--- config.mk ---
export PLATFORM = sky130hd
export DESIGN_NAME = projectile_sequencer
export DESIGN_NICKNAME = d
export VERILOG_FILES = /design/src/rtl/projectile_sequencer.sv
export SDC_FILE = /design/constraint.sdc
export NUM_CORES = 1
export LEC_CHECK = 0
export BUFFER_PORTS_ARGS = -buffer_cell sky130_fd_sc_hd__buf_2
export CAP_MARGIN = 10
export CORE_ASPECT_RATIO = 1.75
export CORE_MARGIN = 4
export CORE_UTILIZATION = 30
export DETAILED_ROUTE_END_ITERATION = 12
export GPL_ROUTABILITY_DRIVEN = 0
export GPL_TIMING_DRIVEN = 0
export RECOVER_POWER = 50
export SLEW_MARGIN = 15
export SYNTH_ARGS = -nofsm -noshare
export SYNTH_HDL_FRONTEND = slang
export SYNTH_SLANG_ARGS = --single-unit
--- constraint.sdc ---
create_clock -name vga_clk -period 6.15 [get_ports vga_clk]
set_input_delay 0.9225 -clock vga_clk [delete_from_list [all_inputs] [get_ports vga_clk]]
set_output_delay 0.9225 -clock vga_clk [all_outputs]
set_load 0.02 [all_outputs]
--- src/rtl/projectile_sequencer.sv ---
// projectile_sequencer: frame-rate controller for the single shared
// projectile sprite. It launches from the left turret muzzle, moves SPEED
// pixels per frame_tick, reverses at each playfield limit and retires after
// MAX_BOUNCES reversals, then sits in a cooldown before it accepts another
// launch.
//
// Launch handshake: fire_req is a level request and fire_ack is a one-cycle
// pulse, high in the cycle after the accepting edge. A request is accepted
// only on an edge where the state is IDLE and fire_req is high. Requests
// outside IDLE are dropped, not queued, so a held-high fire_req relaunches
// on the first IDLE cycle.
module projectile_sequencer #(
    parameter int unsigned LAUNCH_X        = 90,
    parameter int unsigned LAUNCH_Y        = 52,
    parameter int unsigned RIGHT_LIMIT     = 599,
    parameter int unsigned LEFT_LIMIT      = 10,
    parameter int unsigned SPEED           = 1,
    parameter int unsigned MAX_BOUNCES     = 8,
    parameter int unsigned COOLDOWN_FRAMES = 30
) (
    input  logic       vga_clk,
    input  logic       Reset,
    input  logic       frame_tick,
    input  logic       fire_req,
    input  logic       abort,
    output logic       fire_ack,
    output logic       proj_valid,
    output logic       proj_dir,
    output logic [9:0] proj_x,
    output logic [9:0] proj_y,
    output logic [3:0] bounce_cnt,
    output logic       busy,
    output logic [1:0] dbg_state
);

    typedef enum logic [1:0] {
        IDLE     = 2'd0,
        FLY_R    = 2'd1,
        FLY_L    = 2'd2,
        COOLDOWN = 2'd3
    } state_t;

    localparam logic [9:0]  LAUNCH_X_V = 10'(LAUNCH_X);
    localparam logic [9:0]  LAUNCH_Y_V = 10'(LAUNCH_Y);
    localparam logic [9:0]  RIGHT_V    = 10'(RIGHT_LIMIT);
    localparam logic [9:0]  LEFT_V     = 10'(LEFT_LIMIT);
    localparam logic [9:0]  SPEED_V    = 10'(SPEED);
    localparam logic [10:0] RIGHT_W    = 11'(RIGHT_LIMIT);
    localparam logic [10:0] LEFT_W     = 11'(LEFT_LIMIT);
    localparam logic [10:0] SPEED_W    = 11'(SPEED);
    localparam logic [3:0]  MAX_B_V    = 4'(MAX_BOUNCES);
    localparam logic [7:0]  COOL_V     = 8'(COOLDOWN_FRAMES);

    state_t      state_q, state_d;
    logic        fire_ack_q, fire_ack_d;
    logic        proj_valid_q, proj_valid_d;
    logic        proj_dir_q, proj_dir_d;
    logic [9:0]  proj_x_q, proj_x_d;
    logic [9:0]  proj_y_q, proj_y_d;
    logic [3:0]  bounce_cnt_q, bounce_cnt_d;
    logic [7:0]  cool_cnt_q, cool_cnt_d;

    // Limit checks are 11 bits wide so the sums can never wrap.
    logic [10:0] x_ext;
    logic        hit_right;
    logic        hit_left;
    logic [3:0]  bounce_inc;
    logic        retire;

    assign x_ext      = {1'b0, proj_x_q};
    assign hit_right  = (x_ext + SPEED_W) >= RIGHT_W;
    assign hit_left   = x_ext <= (LEFT_W + SPEED_W);
    assign bounce_inc = bounce_cnt_q + 4'd1;
    assign retire     = (bounce_inc == MAX_B_V);

    // State and datapath registers with synchronous reset.
    always_ff @(posedge vga_clk) begin
        if (Reset) begin
            state_q      <= IDLE;
            fire_ack_q   <= 1'b0;
            proj_valid_q <= 1'b0;
            proj_dir_q   <= 1'b0;
            proj_x_q     <= LAUNCH_X_V;
            proj_y_q     <= LAUNCH_Y_V;
            bounce_cnt_q <= 4'd0;
            cool_cnt_q   <= 8'd0;
        end else begin
            state_q      <= state_d;
            fire_ack_q   <= fire_ack_d;
            proj_valid_q <= proj_valid_d;
            proj_dir_q   <= proj_dir_d;
            proj_x_q     <= proj_x_d;
            proj_y_q     <= proj_y_d;
            bounce_cnt_q <= bounce_cnt_d;
            cool_cnt_q   <= cool_cnt_d;
        end
    end

    // Next-state logic; abort takes priority over a coincident frame_tick.
    always_comb begin
        state_d = state_q;
        unique case (state_q)
            IDLE: begin
                if (fire_req) state_d = FLY_R;
            end
            FLY_R: begin
                if (abort) begin
                    state_d = COOLDOWN;
                end else if (frame_tick && hit_right) begin
                    state_d = retire ? COOLDOWN : FLY_L;
                end
            end
            FLY_L: begin
                if (abort) begin
                    state_d = COOLDOWN;
                end else if (frame_tick && hit_left) begin
                    state_d = retire ? COOLDOWN : FLY_R;
                end
            end
            COOLDOWN: begin
                if (frame_tick && (cool_cnt_q == 8'd0)) state_d = IDLE;
            end
            default: state_d = IDLE;
        endcase
    end

    // Output/datapath next values; everything holds unless an event fires.
    always_comb begin
        fire_ack_d   = 1'b0;
        proj_valid_d = proj_valid_q;
        proj_dir_d   = proj_dir_q;
        proj_x_d     = proj_x_q;
        proj_y_d     = proj_y_q;
        bounce_cnt_d = bounce_cnt_q;
        cool_cnt_d   = cool_cnt_q;
        unique case (state_q)
            IDLE: begin
                if (fire_req) begin
                    fire_ack_d   = 1'b1;
                    proj_valid_d = 1'b1;
                    proj_dir_d   = 1'b0;
                    proj_x_d     = LAUNCH_X_V;
                    proj_y_d     = LAUNCH_Y_V;
                    bounce_cnt_d = 4'd0;
                end
            end
            FLY_R: begin
                if (abort) begin
                    proj_valid_d = 1'b0;
                    cool_cnt_d   = COOL_V;
                end else if (frame_tick) begin
                    if (hit_right) begin
                        proj_x_d     = RIGHT_V;
                        proj_dir_d   = 1'b1;
                        bounce_cnt_d = bounce_inc;
                        if (retire) begin
                            proj_valid_d = 1'b0;
                            cool_cnt_d   = COOL_V;
                        end
                    end else begin
                        proj_x_d = proj_x_q + SPEED_V;
                    end
                end
            end
            FLY_L: begin
                if (abort) begin
                    proj_valid_d = 1'b0;
                    cool_cnt_d   = COOL_V;
                end else if (frame_tick) begin
                    if (hit_left) begin
                        proj_x_d     = LEFT_V;
                        proj_dir_d   = 1'b0;
                        bounce_cnt_d = bounce_inc;
                        if (retire) begin
                            proj_valid_d = 1'b0;
                            cool_cnt_d   = COOL_V;
                        end
                    end else begin
                        proj_x_d = proj_x_q - SPEED_V;
                    end
                end
            end
            COOLDOWN: begin
                if (frame_tick && (cool_cnt_q != 8'd0)) cool_cnt_d = cool_cnt_q - 8'd1;
            end
            default: ;
        endcase
    end

    assign fire_ack   = fire_ack_q;
    assign proj_valid = proj_valid_q;
    assign proj_dir   = proj_dir_q;
    assign proj_x     = proj_x_q;
    assign proj_y     = proj_y_q;
    assign bounce_cnt = bounce_cnt_q;
    assign busy       = (state_q != IDLE);
    assign dbg_state  = state_q;

endmodule

## Word level (Yosys, flattened, before mapping)

Index checks and enable logic that the tools add are counted.

| storage, ports and cells | value |
|---|---|
| register bits after elaboration | 27 |
| input bits | 5 |
| word-level logic and storage cells | 102 |
| output and inout port bits | 30 |

| cells by class | value |
|---|---|
| bitwise operators | 1 |
| add/sub/neg operators | 5 |
| multiplexer cells | 52 |
| magnitude comparators | 2 |
| reduce and logical (&&, ||, !) cells | 16 |
| equality and inequality tests | 19 |

Operator list:

| kind | count |
|---|---|
| 10-bit 2-to-1 mux | 7 |
| 8-bit 2-to-1 mux | 8 |
| 10-bit one-hot mux with 3 select lines | 1 |
| 4-bit 2-to-1 mux | 7 |
| 8-bit one-hot mux with 3 select lines | 1 |
| 2-bit inequality test, second input constant | 9 |
| 3-bit inequality test, second input constant | 6 |
| 6-bit AND reduction | 3 |
| 1-bit 2-to-1 mux | 17 |
| 2-bit 2-to-1 mux | 7 |
| 4-bit one-hot mux with 3 select lines | 1 |
| 10-bit by 1-bit adder with 11-bit output, second input constant | 1 |
| 11-bit by 10-bit >= comparator with 1-bit output, second input constant | 1 |
| 10-bit by 1-bit adder with 10-bit output, second input constant | 1 |
| 10-bit by 4-bit less-or-equal comparator with 1-bit output, second input constant | 1 |
| 10-bit by 1-bit subtractor with 10-bit output, second input constant | 1 |
| 8-bit logical NOT | 1 |
| 2-bit one-hot mux with 4 select lines | 1 |
| 8-bit AND reduction | 1 |
| 8-bit nonzero test | 1 |
| 8-bit by 1-bit subtractor with 8-bit output, second input constant | 1 |
| 1-bit one-hot mux with 3 select lines | 2 |
| 3-bit nonzero test | 2 |
| 4-bit by 1-bit adder with 4-bit output, second input constant | 1 |
| other kinds (9) | 13 |

## Logic depth before layout (Yosys ltp)

| logic depth | value |
|---|---|
| word-level depth | 7 |
| gate-level depth with buffers | 11 |
| mapped depth without buffers | 9 |

## Least setup slack after synthesis

Ideal clock, no wire load.

| timing path | value |
|---|---|
| kind | flip-flop to flip-flop |
| start | reg proj_x_q[0], in the netlist proj_x[0] |
| end | reg cool_cnt_q[5] |
| data required time | 6.034 ns |
| cell stages (with the launch flop) | 10 |
| setup slack | 3.681 ns |
| library setup time | 0.116 ns |
| clock period less this slack | 2.469 ns |
| arrival | 2.353 ns |
| path buffers | 1 |
| cell sequence | dfxtp_1 ha_1 buf_4 nand3_4 or3_1 a32o_1 o221ai_1 a21oi_1 o311a_1 a41o_1 |

| on the way | value |
|---|---|
| word-level cells in the longest chain between the ends | 4 |
| elaborated cells on any way between the ends | 6 |
| those cells by class | 1 x add/sub; 2 x order compare; 2 x eq/ne; 1 x reduce/logical |

RTL lines:

| element | line | text |
|---|---|---|
| from (decl) | 58 | `logic [9:0] proj_x_q, proj_x_d;` |
| from (signal assigned) | 92 | `proj_x_q <= proj_x_d;` |
| 10-bit by 1-bit adder with 11-bit output | 71 | `assign hit_right = (x_ext + SPEED_W) >= RIGHT_W;` |
| 11-bit by 10-bit >= comparator with 1-bit output | 71 |  |
| 3-bit inequality test (no source line) | -- |  |
| 6-bit AND reduction (no source line) * | -- |  |
| to (signal assigned) | 95 | `cool_cnt_q <= cool_cnt_d;` |
| to (decl) | 61 | `logic [7:0] cool_cnt_q, cool_cnt_d;` |

Mark *: on every way between the ends. The rest lies on a longest branch, timed or not.
A chain may end at the register's enable or synchronous reset.

## Worst setup path after layout

| timing path | value |
|---|---|
| start | reg proj_x_q[0], in the netlist proj_x[0] |
| end | reg cool_cnt_q[1] |

The elaborated chain is that of the path after synthesis.

==> results.toml <==
[critical_path]
worstSetupEndpointType = "flip-flop"
rr_startpoint = "proj_x[0]"
required_ns = 6.32
r2r_cells = 10
rrSetupSlack_ns = 3.08
startpoint_type = "flip-flop"
critical_path_class = "flip-flop to flip-flop"
crit_arrival_ns = 3.24
rr_endpoint = "cool_cnt_q[1]"
crit_fanout = 10

[timing]
worstMarginPinSlew_ns = 0.619
setup_viol = 0
finalMaxSlewViolations = 0
min_period_over_period = 0.498
relSlewSlack = 0.579
period_needed_ns = 3.07
fin_skew_ns = 0.00294
timing.hold.ws_ns = 0.504
timing.final.hold_violations = 0
fin_tns_setup_ns = 0
rsz0062_at_grt = "no"
max_freq_mhz = 326

[clock_tree]
clk_pin_slew_ns = 0.06
postCtsHoldBufs = 0
numClockSinks = 27
clk_latency_ns = 0.27
cts_max_level = 1
cts_inserted_buffers = 3
cts_resized = 0
clock-root-buffer = "clkbuf_16"
postCtsSetupBuffers = 0
cts_tree = "done"
clockBufferDepth = 2

[yosys]
yosys_most_used_dff = "dfxtp_1"
async_flop_share = 0
syn_avg_cell_area_sq_um = 8.00
synth.distinct_cells = 73
ys_seq_area_frac = 0.235
yosys_warnings = 0
synth_area_sq_um = 2300
syn_inst = 288
synth_edf_count = 0
ys_ff_latch = 27

[routing]
first_pass_iters = 4
dr_total_vias = 2261
ant_nets = 0
avgViaCountPerCell = 5.50
dr.first_iter.drc_count = 66
drc_errors = 0
wl_per_cell_microns = 16.5
drt_wl_total_microns = 6770

[global_routing]
grt_overflow = 0
grt_antenna_before_repair = 0
use_met1 = 0.139
grt.busiest_layer = "met2"
grt_util_met3 = 0.0170
grt_pass1_vias = 2244
grt_start_max_net_pins = 15
grt.total_usage = 0.152
met2_usage = 0.301
grt_pass1_wl_microns = 10700

[floorplanning]
die-area_sq_um = 9200
io_pins = 35
coreArea_sq_um = 7510
fp-row-count = 42
initial_core_util = 0.307
die-width_microns = 74.2
fp.dieH_microns = 124

[run_status]
status = "completed"

[run]
max-cap-violations = 0

[final_layout]
fin_cells = 411
final_common_cell = "clkbuf_1"
final_cell_mix = "clkbuf_1 (28), dfxtp_1 (27), nor2_1 (22), a21oi_1 (22), nand2_1 (21)"
fin_nets = 340
filler_cell_count = 812
drive_gt1_frac = 0.161
n_antenna_cell = 0
syn_to_final_growth_pct = 12.5

[placed_design]
dp_hpwl_microns = 5280
port_buffers = 23
dp_cells = 407

[min_path]
min_path_type = "flip-flop to flip-flop"
hp-start = "cool_cnt_q[0]"
whs_endpoint = "cool_cnt_q[0]"
min_path_cells = 2

[power_and_ir_drop]
p_per_area_nw_per_um2 = 405
peakVddDrop_mv = 0.220
p_leak_nw = 0.945
-- kinds of logic after synthesis --
| logic type | after synthesis | synth area share |
|---|---|---|
| AOI/OAI and AO/OA | 92 | 0.292 |
| DFF | 27 | 0.235 |
| muxes | 1 | 0.00597 |
| xor gates and xnor gates | 6 | 0.0228 |
| and+or+nand+nor | 103 | 0.261 |
| other | 2 | 0.00326 |
| buffers and inverters | 46 | 0.121 |
| adders and majority gates | 11 | 0.0597 |
-- sequential cells by signal, summed over array words and instances (netlist names) --
register / flops
proj_x: 10
cool_cnt_q: 8
bounce_cnt: 4
dbg_state: 2
fire_ack: 1
proj_dir: 1
proj_valid: 1
-- through the flow --
step	util	worst slack (ns)	total power [mW]	instance area, sq um
global route	0.345	2.86	1.13	2590
global placement	0.340	3.34	0.906	2560
finish	0.345	3.08	1.05	2590
floorplan	-	3.68	0.744	2330
detailed placement	0.340	3.33	0.914	2560
CTS	0.351	3.33	1.07	2640
-- critical path, cell delays in order (launching register included) --
cell	delay, ns
dfxtp_1	0.39
clkbuf_1	0.38
inv_1	0.12
ha_1	0.32
nor2b_1	0.13
o21ai_0	0.26
a32o_1	0.25
o221ai_1	0.19
a21oi_1	0.50
nor2_1	0.14
a311oi_1	0.29
-- power by group --
part	total [mW]	internal (mW)	switching [mW]	leakage (nW)
Clock	0.150	0.0889	0.0613	0.0382
Sequential	0.254	0.210	0.0440	0.220
Combinational	0.645	0.226	0.419	0.688
-- final cells by class --
type                            instances  area, sq um  share of cell area
Buffer                                 28          199              0.0767
Timing Repair Buffer                   23         90.1              0.0347
Inverter                               18         67.6              0.0261
Multi-Input combinational cell        223         1510               0.581
Clock buffer                            4         78.8              0.0304
Tap cell                               88          110              0.0425
Sequential cell                        27          541               0.208
-- synth_stat cells, types with 2 or more instances --
master | count | area, sq um
xnor2_1 | 4 | 35.0
nor3_2 | 3 | 30.0
xor2_1 | 2 | 17.5
or4_1 | 2 | 15.0
conb_1 | 2 | 7.51
a31oi_1 | 7 | 43.8
nor4_1 | 4 | 25.0
o211a_1 | 2 | 20.0
a21oi_1 | 22 | 110
ha_1 | 11 | 138
and3_1 | 2 | 12.5
o22ai_1 | 3 | 18.8
nor3_1 | 10 | 50.1
and2_1 | 2 | 12.5
a31o_2 | 3 | 26.3
nor2b_1 | 2 | 12.5
a221oi_1 | 2 | 17.5
nand3_2 | 3 | 30.0
o211ai_1 | 4 | 30.0
o21ai_0 | 17 | 85.1
clkbuf_1 | 5 | 18.8
nand2b_1 | 8 | 50.1
o21a_1 | 2 | 15.0
nand3_1 | 3 | 15.0
o31ai_1 | 2 | 15.0
dfxtp_1 | 27 | 541
a21o_1 | 2 | 15.0
buf_6 | 4 | 45.0
or3_1 | 3 | 18.8
inv_1 | 17 | 63.8
nor2_1 | 22 | 82.6
buf_4 | 15 | 113
a311oi_1 | 6 | 52.6
nand4_1 | 5 | 31.3
nand2_1 | 21 | 78.8
and3_4 | 2 | 22.5
-- worst max path at each step --
stage	from	slack, ns	end
4_1_cts	proj_x[1]	3.33	cool_cnt_q[1]
6_report	proj_x[0]	3.08	cool_cnt_q[1]
2_1_floorplan	proj_x[0]	3.68	cool_cnt_q[5]
5_1_grt	proj_x[0]	2.86	cool_cnt_q[1]
3_3_place_gp	fire_req	3.34	proj_x[0]
3_5_place_dp	fire_req	3.33	proj_x[1]
-- metal layers --
metal,share of wire,up-vias
li1,-,1114
met1,0.36,1064
met2,0.57,58
met3,0.030,25
met4,0.043,0
met5,0,-
Note: power is estimated with default switching activity, not from simulation.
